[src/rtl/axi4lite_arbiter_2to1_if.sv]
// axi4lite_intf: AXI4-Lite channel bundle with master and slave views
// Ports: none; parameters DATA_WIDTH and ADDR_WIDTH size the data and address fields.
// master modport drives AW/W/AR payloads, valids and B/R readies; slave modport is the mirror.
interface axi4lite_intf #(
    parameter int DATA_WIDTH = 32,
    parameter int ADDR_WIDTH = 32
);
    logic [ADDR_WIDTH-1:0]   awaddr;
    logic [2:0]              awprot;
    logic                    awvalid;
    logic                    awready;
    logic [DATA_WIDTH-1:0]   wdata;
    logic [DATA_WIDTH/8-1:0] wstrb;
    logic                    wvalid;
    logic                    wready;
    logic [1:0]              bresp;
    logic                    bvalid;
    logic                    bready;
    logic [ADDR_WIDTH-1:0]   araddr;
    logic [2:0]              arprot;
    logic                    arvalid;
    logic                    arready;
    logic [DATA_WIDTH-1:0]   rdata;
    logic [1:0]              rresp;
    logic                    rvalid;
    logic                    rready;

    modport master (
        output awaddr, awprot, awvalid, wdata, wstrb, wvalid, bready, araddr, arprot, arvalid, rready,
        input  awready, wready, bresp, bvalid, arready, rdata, rresp, rvalid
    );
    modport slave (
        input  awaddr, awprot, awvalid, wdata, wstrb, wvalid, bready, araddr, arprot, arvalid, rready,
        output awready, wready, bresp, bvalid, arready, rdata, rresp, rvalid
    );
endinterface

[src/rtl/axi4lite_arbiter_2to1.sv]
// axi4lite_arbiter_2to1: shares one AXI4-Lite slave between two masters, one transaction at a time
// Ports:
//   clk   - clock, all logic on rising edge
//   rst   - synchronous active-high reset
//   s0/s1 - upstream slave ports for masters 0 and 1
//   m     - downstream master port to the shared slave
//   grant - port owning m, meaningful while busy
//   busy  - a transaction is in progress
module axi4lite_arbiter_2to1 #(
    parameter int DATA_WIDTH = 32,
    parameter int ADDR_WIDTH = 32
) (
    input  logic        clk,
    input  logic        rst,
    axi4lite_intf.slave  s0,
    axi4lite_intf.slave  s1,
    axi4lite_intf.master m,
    output logic        grant,
    output logic        busy
);
    typedef enum logic [2:0] {IDLE, WR, WR_RESP, RD_ADDR, RD_DATA} state_t;

    state_t state, state_n;
    logic grant_n, rr, rr_n, aw_done, aw_done_n, w_done, w_done_n;
    logic [1:0] last_wr, last_wr_n, wreq, rreq;
    logic pick, pick_wr;
    logic st_wr, st_wresp, st_rdaddr, st_rddata;
    logic aw_hs, w_hs, b_hs, ar_hs, r_hs;
    logic [ADDR_WIDTH-1:0] g_awaddr, g_araddr;
    logic [2:0] g_awprot, g_arprot;
    logic [DATA_WIDTH-1:0] g_wdata;
    logic [DATA_WIDTH/8-1:0] g_wstrb;
    logic g_awvalid, g_wvalid, g_bready, g_arvalid, g_rready;

    assign wreq = {s1.awvalid, s0.awvalid};
    assign rreq = {s1.arvalid, s0.arvalid};
    // rr holds the last-served port, so the other one gets first refusal
    assign pick = (wreq[~rr] | rreq[~rr]) ? ~rr : rr;
    // a port that just wrote yields to its own pending read, and vice versa
    assign pick_wr = wreq[pick] & ~(last_wr[pick] & rreq[pick]);

    assign st_wr     = state == WR;
    assign st_wresp  = state == WR_RESP;
    assign st_rdaddr = state == RD_ADDR;
    assign st_rddata = state == RD_DATA;
    assign busy      = state != IDLE;

    assign g_awaddr  = grant ? s1.awaddr  : s0.awaddr;
    assign g_awprot  = grant ? s1.awprot  : s0.awprot;
    assign g_awvalid = grant ? s1.awvalid : s0.awvalid;
    assign g_wdata   = grant ? s1.wdata   : s0.wdata;
    assign g_wstrb   = grant ? s1.wstrb   : s0.wstrb;
    assign g_wvalid  = grant ? s1.wvalid  : s0.wvalid;
    assign g_bready  = grant ? s1.bready  : s0.bready;
    assign g_araddr  = grant ? s1.araddr  : s0.araddr;
    assign g_arprot  = grant ? s1.arprot  : s0.arprot;
    assign g_arvalid = grant ? s1.arvalid : s0.arvalid;
    assign g_rready  = grant ? s1.rready  : s0.rready;

    assign m.awvalid = st_wr & g_awvalid & ~aw_done;
    assign m.awaddr  = st_wr ? g_awaddr : '0;
    assign m.awprot  = st_wr ? g_awprot : 3'b000;
    assign m.wvalid  = st_wr & g_wvalid & ~w_done;
    assign m.wdata   = st_wr ? g_wdata : '0;
    assign m.wstrb   = st_wr ? g_wstrb : '0;
    assign m.bready  = st_wresp & g_bready;
    assign m.arvalid = st_rdaddr & g_arvalid;
    assign m.araddr  = st_rdaddr ? g_araddr : '0;
    assign m.arprot  = st_rdaddr ? g_arprot : 3'b000;
    assign m.rready  = st_rddata & g_rready;

    assign s0.awready = ~grant & st_wr & m.awready & ~aw_done;
    assign s0.wready  = ~grant & st_wr & m.wready & ~w_done;
    assign s0.bvalid  = ~grant & st_wresp & m.bvalid;
    assign s0.bresp   = (~grant & st_wresp) ? m.bresp : 2'b00;
    assign s0.arready = ~grant & st_rdaddr & m.arready;
    assign s0.rvalid  = ~grant & st_rddata & m.rvalid;
    assign s0.rdata   = (~grant & st_rddata) ? m.rdata : '0;
    assign s0.rresp   = (~grant & st_rddata) ? m.rresp : 2'b00;

    assign s1.awready = grant & st_wr & m.awready & ~aw_done;
    assign s1.wready  = grant & st_wr & m.wready & ~w_done;
    assign s1.bvalid  = grant & st_wresp & m.bvalid;
    assign s1.bresp   = (grant & st_wresp) ? m.bresp : 2'b00;
    assign s1.arready = grant & st_rdaddr & m.arready;
    assign s1.rvalid  = grant & st_rddata & m.rvalid;
    assign s1.rdata   = (grant & st_rddata) ? m.rdata : '0;
    assign s1.rresp   = (grant & st_rddata) ? m.rresp : 2'b00;

    assign aw_hs = m.awvalid & m.awready;
    assign w_hs  = m.wvalid & m.wready;
    assign b_hs  = m.bvalid & m.bready;
    assign ar_hs = m.arvalid & m.arready;
    assign r_hs  = m.rvalid & m.rready;

    always_comb begin
        state_n   = state;
        grant_n   = grant;
        rr_n      = rr;
        last_wr_n = last_wr;
        aw_done_n = aw_done;
        w_done_n  = w_done;
        case (state)
            IDLE: if (|(wreq | rreq)) begin
                grant_n   = pick;
                state_n   = pick_wr ? WR : RD_ADDR;
                aw_done_n = 1'b0;
                w_done_n  = 1'b0;
            end
            WR: begin
                aw_done_n = aw_done | aw_hs;
                w_done_n  = w_done | w_hs;
                if (aw_done_n & w_done_n) state_n = WR_RESP;
            end
            WR_RESP: if (b_hs) begin
                state_n          = IDLE;
                rr_n             = grant;
                last_wr_n[grant] = 1'b1;
            end
            RD_ADDR: if (ar_hs) state_n = RD_DATA;
            RD_DATA: if (r_hs) begin
                state_n          = IDLE;
                rr_n             = grant;
                last_wr_n[grant] = 1'b0;
            end
            default: state_n = IDLE;
        endcase
    end

    always_ff @(posedge clk) begin
        if (rst) begin
            state   <= IDLE;
            grant   <= 1'b0;
            rr      <= 1'b1;
            last_wr <= 2'b00;
            aw_done <= 1'b0;
            w_done  <= 1'b0;
        end else begin
            state   <= state_n;
            grant   <= grant_n;
            rr      <= rr_n;
            last_wr <= last_wr_n;
            aw_done <= aw_done_n;
            w_done  <= w_done_n;
        end
    end
endmodule

[src/flat_wrapper.sv]
// flat-port wrapper written by rule: the top's interface ports become plain ports
module axi4lite_arbiter_2to1_flat 
#(
    parameter int DATA_WIDTH = 32,
    parameter int ADDR_WIDTH = 32
)
  (clk, rst, grant, busy, s0_awaddr, s0_awprot, s0_awvalid, s0_wdata, s0_wstrb, s0_wvalid, s0_bready, s0_araddr, s0_arprot, s0_arvalid, s0_rready, s0_awready, s0_wready, s0_bresp, s0_bvalid, s0_arready, s0_rdata, s0_rresp, s0_rvalid, s1_awaddr, s1_awprot, s1_awvalid, s1_wdata, s1_wstrb, s1_wvalid, s1_bready, s1_araddr, s1_arprot, s1_arvalid, s1_rready, s1_awready, s1_wready, s1_bresp, s1_bvalid, s1_arready, s1_rdata, s1_rresp, s1_rvalid, m_awaddr, m_awprot, m_awvalid, m_wdata, m_wstrb, m_wvalid, m_bready, m_araddr, m_arprot, m_arvalid, m_rready, m_awready, m_wready, m_bresp, m_bvalid, m_arready, m_rdata, m_rresp, m_rvalid);
  axi4lite_intf #(.DATA_WIDTH(DATA_WIDTH), .ADDR_WIDTH(ADDR_WIDTH)) s0_i ();
  axi4lite_intf #(.DATA_WIDTH(DATA_WIDTH), .ADDR_WIDTH(ADDR_WIDTH)) s1_i ();
  axi4lite_intf #(.DATA_WIDTH(DATA_WIDTH), .ADDR_WIDTH(ADDR_WIDTH)) m_i ();
  input  logic clk;
  input  logic rst;
  output logic grant;
  output logic busy;
  input wire logic [$bits(s0_i.awaddr)-1:0] s0_awaddr;
  input wire logic [$bits(s0_i.awprot)-1:0] s0_awprot;
  input wire logic [$bits(s0_i.awvalid)-1:0] s0_awvalid;
  input wire logic [$bits(s0_i.wdata)-1:0] s0_wdata;
  input wire logic [$bits(s0_i.wstrb)-1:0] s0_wstrb;
  input wire logic [$bits(s0_i.wvalid)-1:0] s0_wvalid;
  input wire logic [$bits(s0_i.bready)-1:0] s0_bready;
  input wire logic [$bits(s0_i.araddr)-1:0] s0_araddr;
  input wire logic [$bits(s0_i.arprot)-1:0] s0_arprot;
  input wire logic [$bits(s0_i.arvalid)-1:0] s0_arvalid;
  input wire logic [$bits(s0_i.rready)-1:0] s0_rready;
  output wire logic [$bits(s0_i.awready)-1:0] s0_awready;
  output wire logic [$bits(s0_i.wready)-1:0] s0_wready;
  output wire logic [$bits(s0_i.bresp)-1:0] s0_bresp;
  output wire logic [$bits(s0_i.bvalid)-1:0] s0_bvalid;
  output wire logic [$bits(s0_i.arready)-1:0] s0_arready;
  output wire logic [$bits(s0_i.rdata)-1:0] s0_rdata;
  output wire logic [$bits(s0_i.rresp)-1:0] s0_rresp;
  output wire logic [$bits(s0_i.rvalid)-1:0] s0_rvalid;
  input wire logic [$bits(s1_i.awaddr)-1:0] s1_awaddr;
  input wire logic [$bits(s1_i.awprot)-1:0] s1_awprot;
  input wire logic [$bits(s1_i.awvalid)-1:0] s1_awvalid;
  input wire logic [$bits(s1_i.wdata)-1:0] s1_wdata;
  input wire logic [$bits(s1_i.wstrb)-1:0] s1_wstrb;
  input wire logic [$bits(s1_i.wvalid)-1:0] s1_wvalid;
  input wire logic [$bits(s1_i.bready)-1:0] s1_bready;
  input wire logic [$bits(s1_i.araddr)-1:0] s1_araddr;
  input wire logic [$bits(s1_i.arprot)-1:0] s1_arprot;
  input wire logic [$bits(s1_i.arvalid)-1:0] s1_arvalid;
  input wire logic [$bits(s1_i.rready)-1:0] s1_rready;
  output wire logic [$bits(s1_i.awready)-1:0] s1_awready;
  output wire logic [$bits(s1_i.wready)-1:0] s1_wready;
  output wire logic [$bits(s1_i.bresp)-1:0] s1_bresp;
  output wire logic [$bits(s1_i.bvalid)-1:0] s1_bvalid;
  output wire logic [$bits(s1_i.arready)-1:0] s1_arready;
  output wire logic [$bits(s1_i.rdata)-1:0] s1_rdata;
  output wire logic [$bits(s1_i.rresp)-1:0] s1_rresp;
  output wire logic [$bits(s1_i.rvalid)-1:0] s1_rvalid;
  output wire logic [$bits(m_i.awaddr)-1:0] m_awaddr;
  output wire logic [$bits(m_i.awprot)-1:0] m_awprot;
  output wire logic [$bits(m_i.awvalid)-1:0] m_awvalid;
  output wire logic [$bits(m_i.wdata)-1:0] m_wdata;
  output wire logic [$bits(m_i.wstrb)-1:0] m_wstrb;
  output wire logic [$bits(m_i.wvalid)-1:0] m_wvalid;
  output wire logic [$bits(m_i.bready)-1:0] m_bready;
  output wire logic [$bits(m_i.araddr)-1:0] m_araddr;
  output wire logic [$bits(m_i.arprot)-1:0] m_arprot;
  output wire logic [$bits(m_i.arvalid)-1:0] m_arvalid;
  output wire logic [$bits(m_i.rready)-1:0] m_rready;
  input wire logic [$bits(m_i.awready)-1:0] m_awready;
  input wire logic [$bits(m_i.wready)-1:0] m_wready;
  input wire logic [$bits(m_i.bresp)-1:0] m_bresp;
  input wire logic [$bits(m_i.bvalid)-1:0] m_bvalid;
  input wire logic [$bits(m_i.arready)-1:0] m_arready;
  input wire logic [$bits(m_i.rdata)-1:0] m_rdata;
  input wire logic [$bits(m_i.rresp)-1:0] m_rresp;
  input wire logic [$bits(m_i.rvalid)-1:0] m_rvalid;
  assign s0_i.awaddr = s0_awaddr;
  assign s0_i.awprot = s0_awprot;
  assign s0_i.awvalid = s0_awvalid;
  assign s0_i.wdata = s0_wdata;
  assign s0_i.wstrb = s0_wstrb;
  assign s0_i.wvalid = s0_wvalid;
  assign s0_i.bready = s0_bready;
  assign s0_i.araddr = s0_araddr;
  assign s0_i.arprot = s0_arprot;
  assign s0_i.arvalid = s0_arvalid;
  assign s0_i.rready = s0_rready;
  assign s0_awready = s0_i.awready;
  assign s0_wready = s0_i.wready;
  assign s0_bresp = s0_i.bresp;
  assign s0_bvalid = s0_i.bvalid;
  assign s0_arready = s0_i.arready;
  assign s0_rdata = s0_i.rdata;
  assign s0_rresp = s0_i.rresp;
  assign s0_rvalid = s0_i.rvalid;
  assign s1_i.awaddr = s1_awaddr;
  assign s1_i.awprot = s1_awprot;
  assign s1_i.awvalid = s1_awvalid;
  assign s1_i.wdata = s1_wdata;
  assign s1_i.wstrb = s1_wstrb;
  assign s1_i.wvalid = s1_wvalid;
  assign s1_i.bready = s1_bready;
  assign s1_i.araddr = s1_araddr;
  assign s1_i.arprot = s1_arprot;
  assign s1_i.arvalid = s1_arvalid;
  assign s1_i.rready = s1_rready;
  assign s1_awready = s1_i.awready;
  assign s1_wready = s1_i.wready;
  assign s1_bresp = s1_i.bresp;
  assign s1_bvalid = s1_i.bvalid;
  assign s1_arready = s1_i.arready;
  assign s1_rdata = s1_i.rdata;
  assign s1_rresp = s1_i.rresp;
  assign s1_rvalid = s1_i.rvalid;
  assign m_awaddr = m_i.awaddr;
  assign m_awprot = m_i.awprot;
  assign m_awvalid = m_i.awvalid;
  assign m_wdata = m_i.wdata;
  assign m_wstrb = m_i.wstrb;
  assign m_wvalid = m_i.wvalid;
  assign m_bready = m_i.bready;
  assign m_araddr = m_i.araddr;
  assign m_arprot = m_i.arprot;
  assign m_arvalid = m_i.arvalid;
  assign m_rready = m_i.rready;
  assign m_i.awready = m_awready;
  assign m_i.wready = m_wready;
  assign m_i.bresp = m_bresp;
  assign m_i.bvalid = m_bvalid;
  assign m_i.arready = m_arready;
  assign m_i.rdata = m_rdata;
  assign m_i.rresp = m_rresp;
  assign m_i.rvalid = m_rvalid;
  axi4lite_arbiter_2to1 #(.DATA_WIDTH(DATA_WIDTH), .ADDR_WIDTH(ADDR_WIDTH)) u_core (.clk(clk), .rst(rst), .s0(s0_i), .s1(s1_i), .m(m_i), .grant(grant), .busy(busy));
endmodule
[config.mk]
export PLATFORM = sky130hd
export DESIGN_NAME = axi4lite_arbiter_2to1_flat
export DESIGN_NICKNAME = d
export VERILOG_FILES = /design/src/rtl/axi4lite_arbiter_2to1_if.sv /design/src/rtl/axi4lite_arbiter_2to1.sv /design/src/flat_wrapper.sv
export SDC_FILE = /design/constraint.sdc
export NUM_CORES = 1
export LEC_CHECK = 0
export BUFFER_PORTS_ARGS = -buffer_cell sky130_fd_sc_hd__buf_2
export CAP_MARGIN = 20
export CORE_AREA = 2 2 178 180
export CTS_CLUSTER_SIZE = 14
export DETAILED_ROUTE_END_ITERATION = 10
export DIE_AREA = 0 0 180 182
export SYNTH_ARGS = -nofsm -noshare
export SYNTH_HDL_FRONTEND = slang
export SYNTH_SLANG_ARGS = --single-unit
[constraint.sdc]
create_clock -name clk -period 2.7 [get_ports clk]
set_input_delay 0.135 -clock clk [delete_from_list [all_inputs] [get_ports clk]]
set_output_delay 0.135 -clock clk [all_outputs]
set_load 0.005 [all_outputs]
Word-level counts from Yosys, hierarchy flattened
Cells that the tools add are included.
{ "op_classes": {"add_sub_neg": 0, "mul": 0, "div": 0, "n_lt_le_gt_ge": 4, "eq_ne": 9, "shift": 0, "muxes": 52, "bitwise_logic": 49, "n_reduce_logical": 10} }
{ "op_table": {"columns": ["operator", "n"], "rows": [
  ["32-bit 2-to-1 mux", 8],
  ["1-bit AND", 37],
  ["3-bit 2-to-1 mux", 9],
  ["1-bit 2-to-1 mux", 20],
  ["3-bit case mux with 5 select lines", 1],
  ["2-bit 2-to-1 mux", 7],
  ["4-bit 2-to-1 mux", 2],
  ["2-bit inequality test, second input constant", 4],
  ["3-bit by 2-bit equality test with 1-bit output, second input constant", 2],
  ["1-bit by 2-bit < comparator with 1-bit output, second input constant", 3],
  ["1-bit case mux with 2 select lines", 3],
  ["1-bit inverter", 5],
  ["5-bit AND reduction", 1],
  ["2-bit bitwise OR", 2],
  ["2-bit case mux with 2 select lines", 1],
  ["2-bit AND reduction", 2],
  ["2-bit nonzero test", 2],
  ["3-bit by 1-bit equality test with 1-bit output, second input constant", 1],
  ["3-bit equality test, second input constant", 1],
  ["3-bit logical NOT", 1],
  ["1-bit bitwise OR", 3],
  ["3-bit AND reduction", 1],
  ["3-bit nonzero test", 1],
  ["2-bit AND", 1],
  ["other kinds (6)", 6]
]} }
{ "totals": {"regBits": 9, "latchBits": 0, "ram_bits": 0, "mem_bits_ro": 0, "inputBits": 265, "output_inout_bits": 195, "elab_cells": 130, "mem_count": 0} }

Depth between registers and ports, before layout
Gate-level depths: netlist of run 1.
{ "logic_depth": {"ltp_word": 13, "depth_mapped": 7, "ltp_nobuf": 6} }

Worst setup path before layout of run 1
No wires, ideal clock.
{ "synth_path": {"path_kind": "register to register", "start": "register u_core.state[1]", "end": "register u_core.rr", "setup_time_ps": 122, "t_arrival_ps": 1471, "required_time_ps": 2578, "setup_slack_ps": 1106, "path_stages_with_launch": 7, "n_path_buf": 2, "period_less_slack_ps": 1594, "path_cell_list": "dfxtp_1 > buf_6 > or3b_1 > buf_4 > o21ba_4 > nor2_2 > a311o_1"} }
{ "synth_between": {"elab_chain_len": 5, "word_cells_on_any_way": 11, "classes_between": "eq/ne: 4; mux: 1; bitwise: 4; reduce/logical: 2"} }
{ "synth_lines": {"columns": ["item", "line_no", "text"], "rows": [
  ["start: declaration", "axi4lite_arbiter_2to1.sv:23", "state_t state, state_n;"],
  ["start signal: assignment", "axi4lite_arbiter_2to1.sv:139", "state <= state_n;"],
  ["3-bit by 2-bit equality test with 1-bit output or 3-bit equality test (tied branches)", "axi4lite_arbiter_2to1.sv:43, axi4lite_arbiter_2to1.sv:103, axi4lite_arbiter_2to1.sv:45", null],
  ["1-bit AND (on tied branches)", "axi4lite_arbiter_2to1.sv:66, axi4lite_arbiter_2to1.sv:70", null],
  ["1-bit AND (on tied branches)", "axi4lite_arbiter_2to1.sv:92, axi4lite_arbiter_2to1.sv:94", null],
  ["2-bit inequality test (no line)", null, null],
  ["3-bit AND reduction (no line)", null, null],
  ["end signal: assignment", "axi4lite_arbiter_2to1.sv:141", "rr <= rr_n;"],
  ["end: declaration", "axi4lite_arbiter_2to1.sv:24", "logic grant_n, rr, rr_n, aw_done, aw_done_n, w_done, w_done_n;"]
]} }
Parallel ways exist; a longest one is shown, timed or not.
A chain may end at the register's enable or synchronous reset.

Worst setup path in the final report of run 1
{ "layout_path": {"start": "register u_core.state[0]", "end": "output port m_wdata[11]"} }
{ "layout_between": {"elab_chain_len": 2} }
{ "layout_lines": {"columns": ["item", "line_no", "text"], "rows": [
  ["3-bit by 1-bit equality test with 1-bit output", "axi4lite_arbiter_2to1.sv:42", "assign st_wr = state == WR;"],
  ["32-bit 2-to-1 mux", "axi4lite_arbiter_2to1.sv:64", "assign m.wdata = st_wr ? g_wdata : '0;"],
  ["end: declaration", "flat_wrapper.sv:56", "output wire logic [$bits(m_i.wdata)-1:0] m_wdata;"]
]} }
Every way passes these cells.

==> results of run 1 <==
-- per-layer routing --
metal / vias up / GRT usage / share of wire / routed length (um)
li1: 2239 / - / - / -
met1: 1974 / 0.0995 / 0.38 / 5940
met2: 305 / 0.162 / 0.50 / 7940
met3: 10 / 0.0269 / 0.11 / 1760
met4: 0 / 0.0163 / 0.0096 / 152
met5: - / 0 / 0 / 0
-- power by group through the flow --
stage,Clock (mW),Sequential (mW),Combinational (mW)
after floorplan,0,0.186,1.04
after global placement,0,0.222,1.74
after detailed placement,0,0.224,1.76
after CTS,0.269,0.221,1.77
after global routing,0.281,0.230,1.94
final,0.264,0.219,1.75
-- placed cells by master (no fill, tap or decap), drive strengths merged, types with 3 or more instances in the layout --
master	netlist	final
a21oi	7	7
a31oi	3	3
and2	69	69
and3	6	6
buf	22	467
clkbuf	13	3
dfxtp	9	9
diode	0	5
inv	6	6
mux2i	110	110
nand2	5	5
nor2	118	118
nor3	9	9
nor4	5	5
-- per-stage QoR --
stage	util	total power [mW]	setup slack [ps]	hold WS, ps	cells
2_1_floorplan	-	1.22	1110	284	405
3_3_place_gp	0.175	1.96	695	422	1239
3_5_place_dp	0.175	1.98	614	426	1239
4_1_cts	0.178	2.25	364	183	1243
5_1_grt	0.178	2.45	228	207	1246
6_report	0.178	2.23	340	195	1248
-- cells by family after synthesis --
family	count (synthesis)	synth area share
AO/OA/AOI/OAI	23	0.0583
buffers and inverters	41	0.0680
flip-flops	9	0.0661
multiplexers	111	0.408
AND/OR/NAND/NOR	221	0.399
-- worst max-delay path, cell delays in order (launching register included) --
cell,delay (ps)
sky130_fd_sc_hd__dfxtp_1,400
sky130_fd_sc_hd__or3b_2,710
sky130_fd_sc_hd__buf_4,390
sky130_fd_sc_hd__nor2_1,270
sky130_fd_sc_hd__buf_2,150
-- final timing paths --
kind	from	cells past startpoint	endpoint
max	u_core.state[0]	4	m_wdata[11]
min	rst	2	u_core.grant
max reg2reg	u_core.grant	5	u_core.state[1]
min reg2reg	u_core.aw_done	2	u_core.aw_done
-- cell type report --
cell class / instances / area, um2 / share of cell area
tap: 402 / 503 / 0.0910
clock inverter: 1 / 5.00 / 0.000905
multi-input combinational: 355 / 2360 / 0.426
timing repair buffer: 467 / 2370 / 0.429
antenna: 5 / 12.5 / 0.00226
inverter: 6 / 22.5 / 0.00407
sequential: 9 / 184 / 0.0333
clock buffer: 3 / 75.1 / 0.0136
==> summary.md, run 1 <==
The initial core utilization came out at 0.0879. Counting the fill cells in the layout gives 3,548. Path class of the lowest-slack min-delay path: primary input to flop. The flow ran to the end, and the final reports show no timing, DRC or antenna violations.

Clock tree synthesis selected as its root buffer the cell sky130_fd_sc_hd__clkbuf_16. The die covers 32,800 um2. The via count of the first global-routing pass was 4,222; the post-detailed-route via-to-cell ratio was 3.63. The run gives 3.28 ps as the worst setup skew after layout.

For this block, the via count after detailed routing is 4,528. In this run the tool buffered the top-level ports with 459 buffer cells. Across the VDD grid, the largest voltage drop is 0.201 mV. The proportion of power drawn by the clock network came out at 0.118. The startpoint kind of the worst setup timing path is a flop. The number of buffers created by CTS was 3. Classification of the worst setup path: flop to output pin. The maximum clock rate is 424 MHz, and the number of routed nets with antenna violations is 0. By count the netlist is led by sky130_fd_sc_hd__nor2_1 (115), sky130_fd_sc_hd__mux2i_1 (110), sky130_fd_sc_hd__and2_1 (69), sky130_fd_sc_hd__buf_2 (16), sky130_fd_sc_hd__clkbuf_1 (13).

The number of synthesized register bits came out at 9. The worst register-to-register path has a setup slack of 810 ps. The most used flip-flop cell after synthesis is sky130_fd_sc_hd__dfxtp_1. For the worst-case headroom to the max-slew limit, the log shows 0.591. The logs give 0 for the number of pins exceeding their max-slew limit in the final report and 0 for the number of setup buffers added after CTS.

Area share of the largest cell type after synthesis: 0.404. DRC violation count after routing: 0. For this design the total switching power over the nets is 1.06 mW.

The register share of total power was 0.098; the largest net degree at the start of global routing was 84. The routability congestion estimate from global placement came out at 0.820. For the worst setup path, the data arrival time is 2220 ps. The final worst-path cycle share was 0.874. Buffers inserted to repair hold after CTS numbered 0. The cell count after synthesis came out at 405. The die is 180 um wide.

The number of flops mapped to enable cells by yosys was 0. The number of failing hold endpoints at the final stage is 0. The first detailed-routing pass ran for 4 iterations.

Height of the chip: 182 um. The fraction of registers with async set or reset after synthesis is 0. The worst setup path is captured at an output pin.

Counting along the longest clock path gives a buffer depth of 2. The power density over the cells was 404 nW/um2. After synthesis, the cell types taking the most area are sky130_fd_sc_hd__mux2i_1 (40%), sky130_fd_sc_hd__and2_1 (16%), sky130_fd_sc_hd__nor2_1 (16%), sky130_fd_sc_hd__dfxtp_1 (6.6%), sky130_fd_sc_hd__buf_2 (2.9%). Counting every net in the synthesized netlist gives 670. The tools report the HPWL reported at the end of detailed placement as 13,700 um. The count of routing violations after the opening detailed-route iteration was 127. For this run, the post-layout net count is 1,107. Dividing the synthesized area by the synthesized cell count gives 6.73 um2. The sequential fraction of the synthesis area was 0.0661; the total internal power was 1.18 mW. Among all cell types in the netlist, the one instantiated most often is sky130_fd_sc_hd__nor2_1. Yosys mapped the design onto 35 distinct sky130hd cell types.

The cell area after layout is 5530 um2, and the fraction of final layout cells with drive strength greater than 1 is 0.570. Dividing the detail-routed wire length by the instance count gives 12.7 um. The logs give 460 for the top-level port count and 3.08 nW for the static leakage. The largest total area in the synthesized netlist belongs to sky130_fd_sc_hd__mux2i_1. Synthesized cell area: 2720 um2. In this run the worst path has a maximum fanout of 56.

The number of antenna violations at the first check in global routing is 5. The run gives 5440 um2 as the total cell area at the placement stage. TritonCTS built the clock tree.

The switching share of power came out at 0.473. The count of clock tree sinks came out at 9. Row generation in the floorplan step produced 65 rows. In this run the standard cell core region covers 31,000 um2. Setup repair after global routing left no endpoint under its margin. The clock reaches the later pin of the worst-skew pair after 240 ps. Subtracting the final worst setup slack from the clock period gives 2360 ps. The overall overflow remaining after global route is 0. For the pin with the worst max-slew slack, the measured transition is 614 ps.

At the worst endpoint, the required time is 2570 ps. The total global routing track utilization was 0.0877; the clock slew at the register clock pins of the worst setup and hold paths was 40 ps. The combinational cell fraction of total power is 0.784, and the synthesis-to-layout area growth is 103%. Across the run, the number of max-cap violations was 0. The logs give 0 for the count of instances resized after the clock tree is built and 1 for the count of H-tree levels built during CTS. After routing, the total negative slack on setup checks comes to 0 ps. The number of synthesis warnings was 0; the sum of routed wire length over all layers was 15,800 um.

The tools report the number of endpoints failing setup at the final stage as 0. The first global-routing pass estimated 23,000 um of wire.
Note: power is estimated with default switching activity, not from simulation.
==> run 2, diff against run 1 <==
Settings changed: SETUP_SLACK_MARGIN set to 0.4.
==> run 2 against run 1 <==
  * Die area unchanged
  * Worst setup slack better by 220 ps
  * Cell area about the same
  * Non-clock buffer count unchanged
  * Critical path depth unchanged
  * Sequential cell count unchanged
  * Combinational power about the same
  * Sequential power about the same
  * Largest cell class unchanged
  * Power about the same
  * Final cell count unchanged
==> summary.md, run 2 (synthesized netlist as in run 1, its figures left out) <==
The number of buffers created by CTS is 3 (unchanged). The HPWL reported at the end of detailed placement was 13,700 um (unchanged); the number of failing hold endpoints at the final stage was 0 (unchanged). The clock period minus final worst setup slack came out at 2140 ps (was 2360 ps). The synthesis-to-layout area growth is 103% (about the same).

The run gives 65 (unchanged) as the row count. The maximum clock rate was 468 MHz (was 424 MHz). For the minimum setup slack in the final design, the log shows 561 ps (was 340 ps). For the clock insertion delay at the later pin of the skew report, the log shows 240 ps (about the same). The worst path arrival time came out at 2000 ps (was 2220 ps). The power density over the cells came out at 403 nW/um2 (was 404 nW/um2).

The area of the die was 32,800 um2 (unchanged). The busiest layer in global routing is met2 (unchanged). The clock slew at the register clock pins of the worst setup and hold paths came out at 40 ps (about the same). Slowest stage cell on the critical path: sky130_fd_sc_hd__or3b_4 (was sky130_fd_sc_hd__or3b_2). The height of the chip came out at 182 um (unchanged). The run finished with clean final reports.

The buffer type at the clock tree root is sky130_fd_sc_hd__clkbuf_16 (unchanged). The logs give 1 (unchanged) for the count of H-tree levels built during CTS and 0.0995 (unchanged) for the met1 demand-to-capacity share in global routing. Most frequent cells in the layout: sky130_fd_sc_hd__buf_2 (459), sky130_fd_sc_hd__nor2_1 (115), sky130_fd_sc_hd__mux2i_1 (110) (unchanged). The path class of the lowest-slack min-delay path was primary input to flop (unchanged). The logs give 3.08 nW (about the same) for the static leakage and 2570 ps (about the same) for the worst endpoint required time.

The total vias in the final route is 4,521 (was 4,528), and the overall overflow remaining after global route is 0 (unchanged). The run gives 0.0877 (unchanged) as the total global routing track utilization. The top-level port count came out at 460 (unchanged).

Number of standard cells in the layout, taps in and fillers out: 1,248 (unchanged). The run gives 0.204 mV (was 0.201 mV) as the highest ir drop seen on vdd. The total power was 2.23 mW (about the same). The area of the core region is 31,000 um2 (unchanged), and the worst-case headroom to the max-slew limit is 0.594 (was 0.591). TritonCTS built the clock tree. Share of the core filled with cells: 0.179 (was 0.178).

Largest incremental delay on the critical path: 550 ps (was 710 ps). The number of endpoints failing setup at the final stage was 0 (unchanged). The number of cell instances on the worst register-to-register path is 5 (unchanged).

The via count of the first global-routing pass was 4,222 (unchanged); the chip width was 180 um (unchanged). The classification of the worst setup path is flop to output pin (unchanged). The run gives 0 (unchanged) as the number of violations of the max-capacitance limit.

Met3 usage: 0.0269 (unchanged). The final worst-path cycle share is 0.792 (was 0.874). The number of port buffers is 459 (unchanged), and the clock tree buffer depth is 2 (unchanged).

The tools report the element type at the critical path end as an output pin (unchanged). Setup repair after global routing left no endpoint under its margin. The worst hold path cell count was 2 (unchanged). The number of setup buffers added after CTS is 0 (unchanged), and the iteration count of the initial detailed-routing pass is 4 (unchanged). The global-route wire length before repair came out at 23,000 um (unchanged).

Global-route track usage on met2: 0.162 (unchanged). The logs give 3,547 (was 3,548) for the fill cell total of the finished layout and 1,107 (unchanged) for the number of nets in the finished design. For the count of clock tree sinks, the log shows 9 (unchanged).

The post-detailed-route via-to-cell ratio came out at 3.62 (was 3.63). Chain of cells forming the critical path: or3b_4 > buf_4 > nor2_1 > buf_2 (was or3b_2 > buf_4 > nor2_1 > buf_2). The tools report the startpoint kind of the worst setup timing path as a flop (unchanged). The run gives 3.42 ps (was 3.28 ps) as the worst setup skew after layout.

The commonest non-fill, non-tap cell in the layout was sky130_fd_sc_hd__buf_2 (unchanged). The run gives 0 (unchanged) as the DRC violation count after routing. The routability congestion estimate from global placement was 0.820 (unchanged); the average wire per cell in the routed design was 12.6 um (was 12.7 um). The fraction of final layout cells with drive strength greater than 1 was 0.570 (unchanged); the aggregate negative setup slack was 0 ps (unchanged). For the number of pins exceeding their max-slew limit in the final report, the log shows 0 (unchanged). The tools report the number of routed nets with antenna violations as 0 (unchanged). The maximum fanout count along the critical path was 56 (unchanged).

For the initial core utilization, the log shows 0.0879 (unchanged). The slew at the pin with the worst max-slew slack works out to 608 ps (was 614 ps). Pre-CTS setup slack: 614 ps (unchanged). For the largest net degree at the start of global routing, the log shows 84 (unchanged). The combined flip-flop and latch cell area is 184 um2 (unchanged), and the count of routing violations after the opening detailed-route iteration is 127 (unchanged). The instance count after placement with tap cells included is 1,239 (unchanged), and the area occupied by multi-input gates is 2360 um2 (about the same). The logs give 15,700 um (was 15,800 um) for the sum of routed wire length over all layers and 5 (unchanged) for the number of antenna violations at the first check in global routing.
## run 2: cell counts in the layout (fill, tap and decap cells not counted)
No cell type changed its count.
## run 2: what timing repair did
action,in CTS,in global routing
hold buffers,0,0
gates resized for setup,1,0
setup endpoints to repair,2,0
## run 2: cell type report
class / count / area share
Timing Repair Buffer: 467 / 0.428
Multi-Input combinational cell: 355 / 0.427
Tap cell: 402 / 0.0909
Sequential cell: 9 / 0.0332
Clock buffer: 3 / 0.0136
Inverter: 6 / 0.00407
Antenna cell: 5 / 0.00226
Clock inverter: 1 / 0.000905
## run 2: path summary, 6_finish.rpt
path	to	slack, ps	from
worst max register to register	u_core.state[1]	810	u_core.grant
worst min register to register	flop	550	flop
worst min-delay path	u_core.grant	190	rst
worst max-delay path	m_wdata[11]	560	u_core.state[0]
## run 2: worst max-delay path: cells and delay by family, from the launching register on
family | cells | cell delay (ps)
DFF | 1 | 400
and+or+nand+nor | 2 | 820
buffers and inverters | 2 | 490
## run 2: power by group
part | switching [mW] | internal (mW)
combinational | 0.930 | 0.819
clock | 0.0687 | 0.195
sequential | 0.0526 | 0.167
total | 1.05 | 1.18
## run 2: stage by stage
stage / hold WS (ps) / area (um2)
finish: 191 / 5530
global route: 207 / 5530
CTS: 183 / 5520
detailed placement: 426 / 5440
global placement: 422 / 5440
floorplan: 284 / 2720
## run 2: metal layers
layer	share of wire	vias to the layer above
li1	-	2239
met1	0.37	1971
met2	0.50	301
met3	0.11	10
met4	0.0097	0
met5	0	-
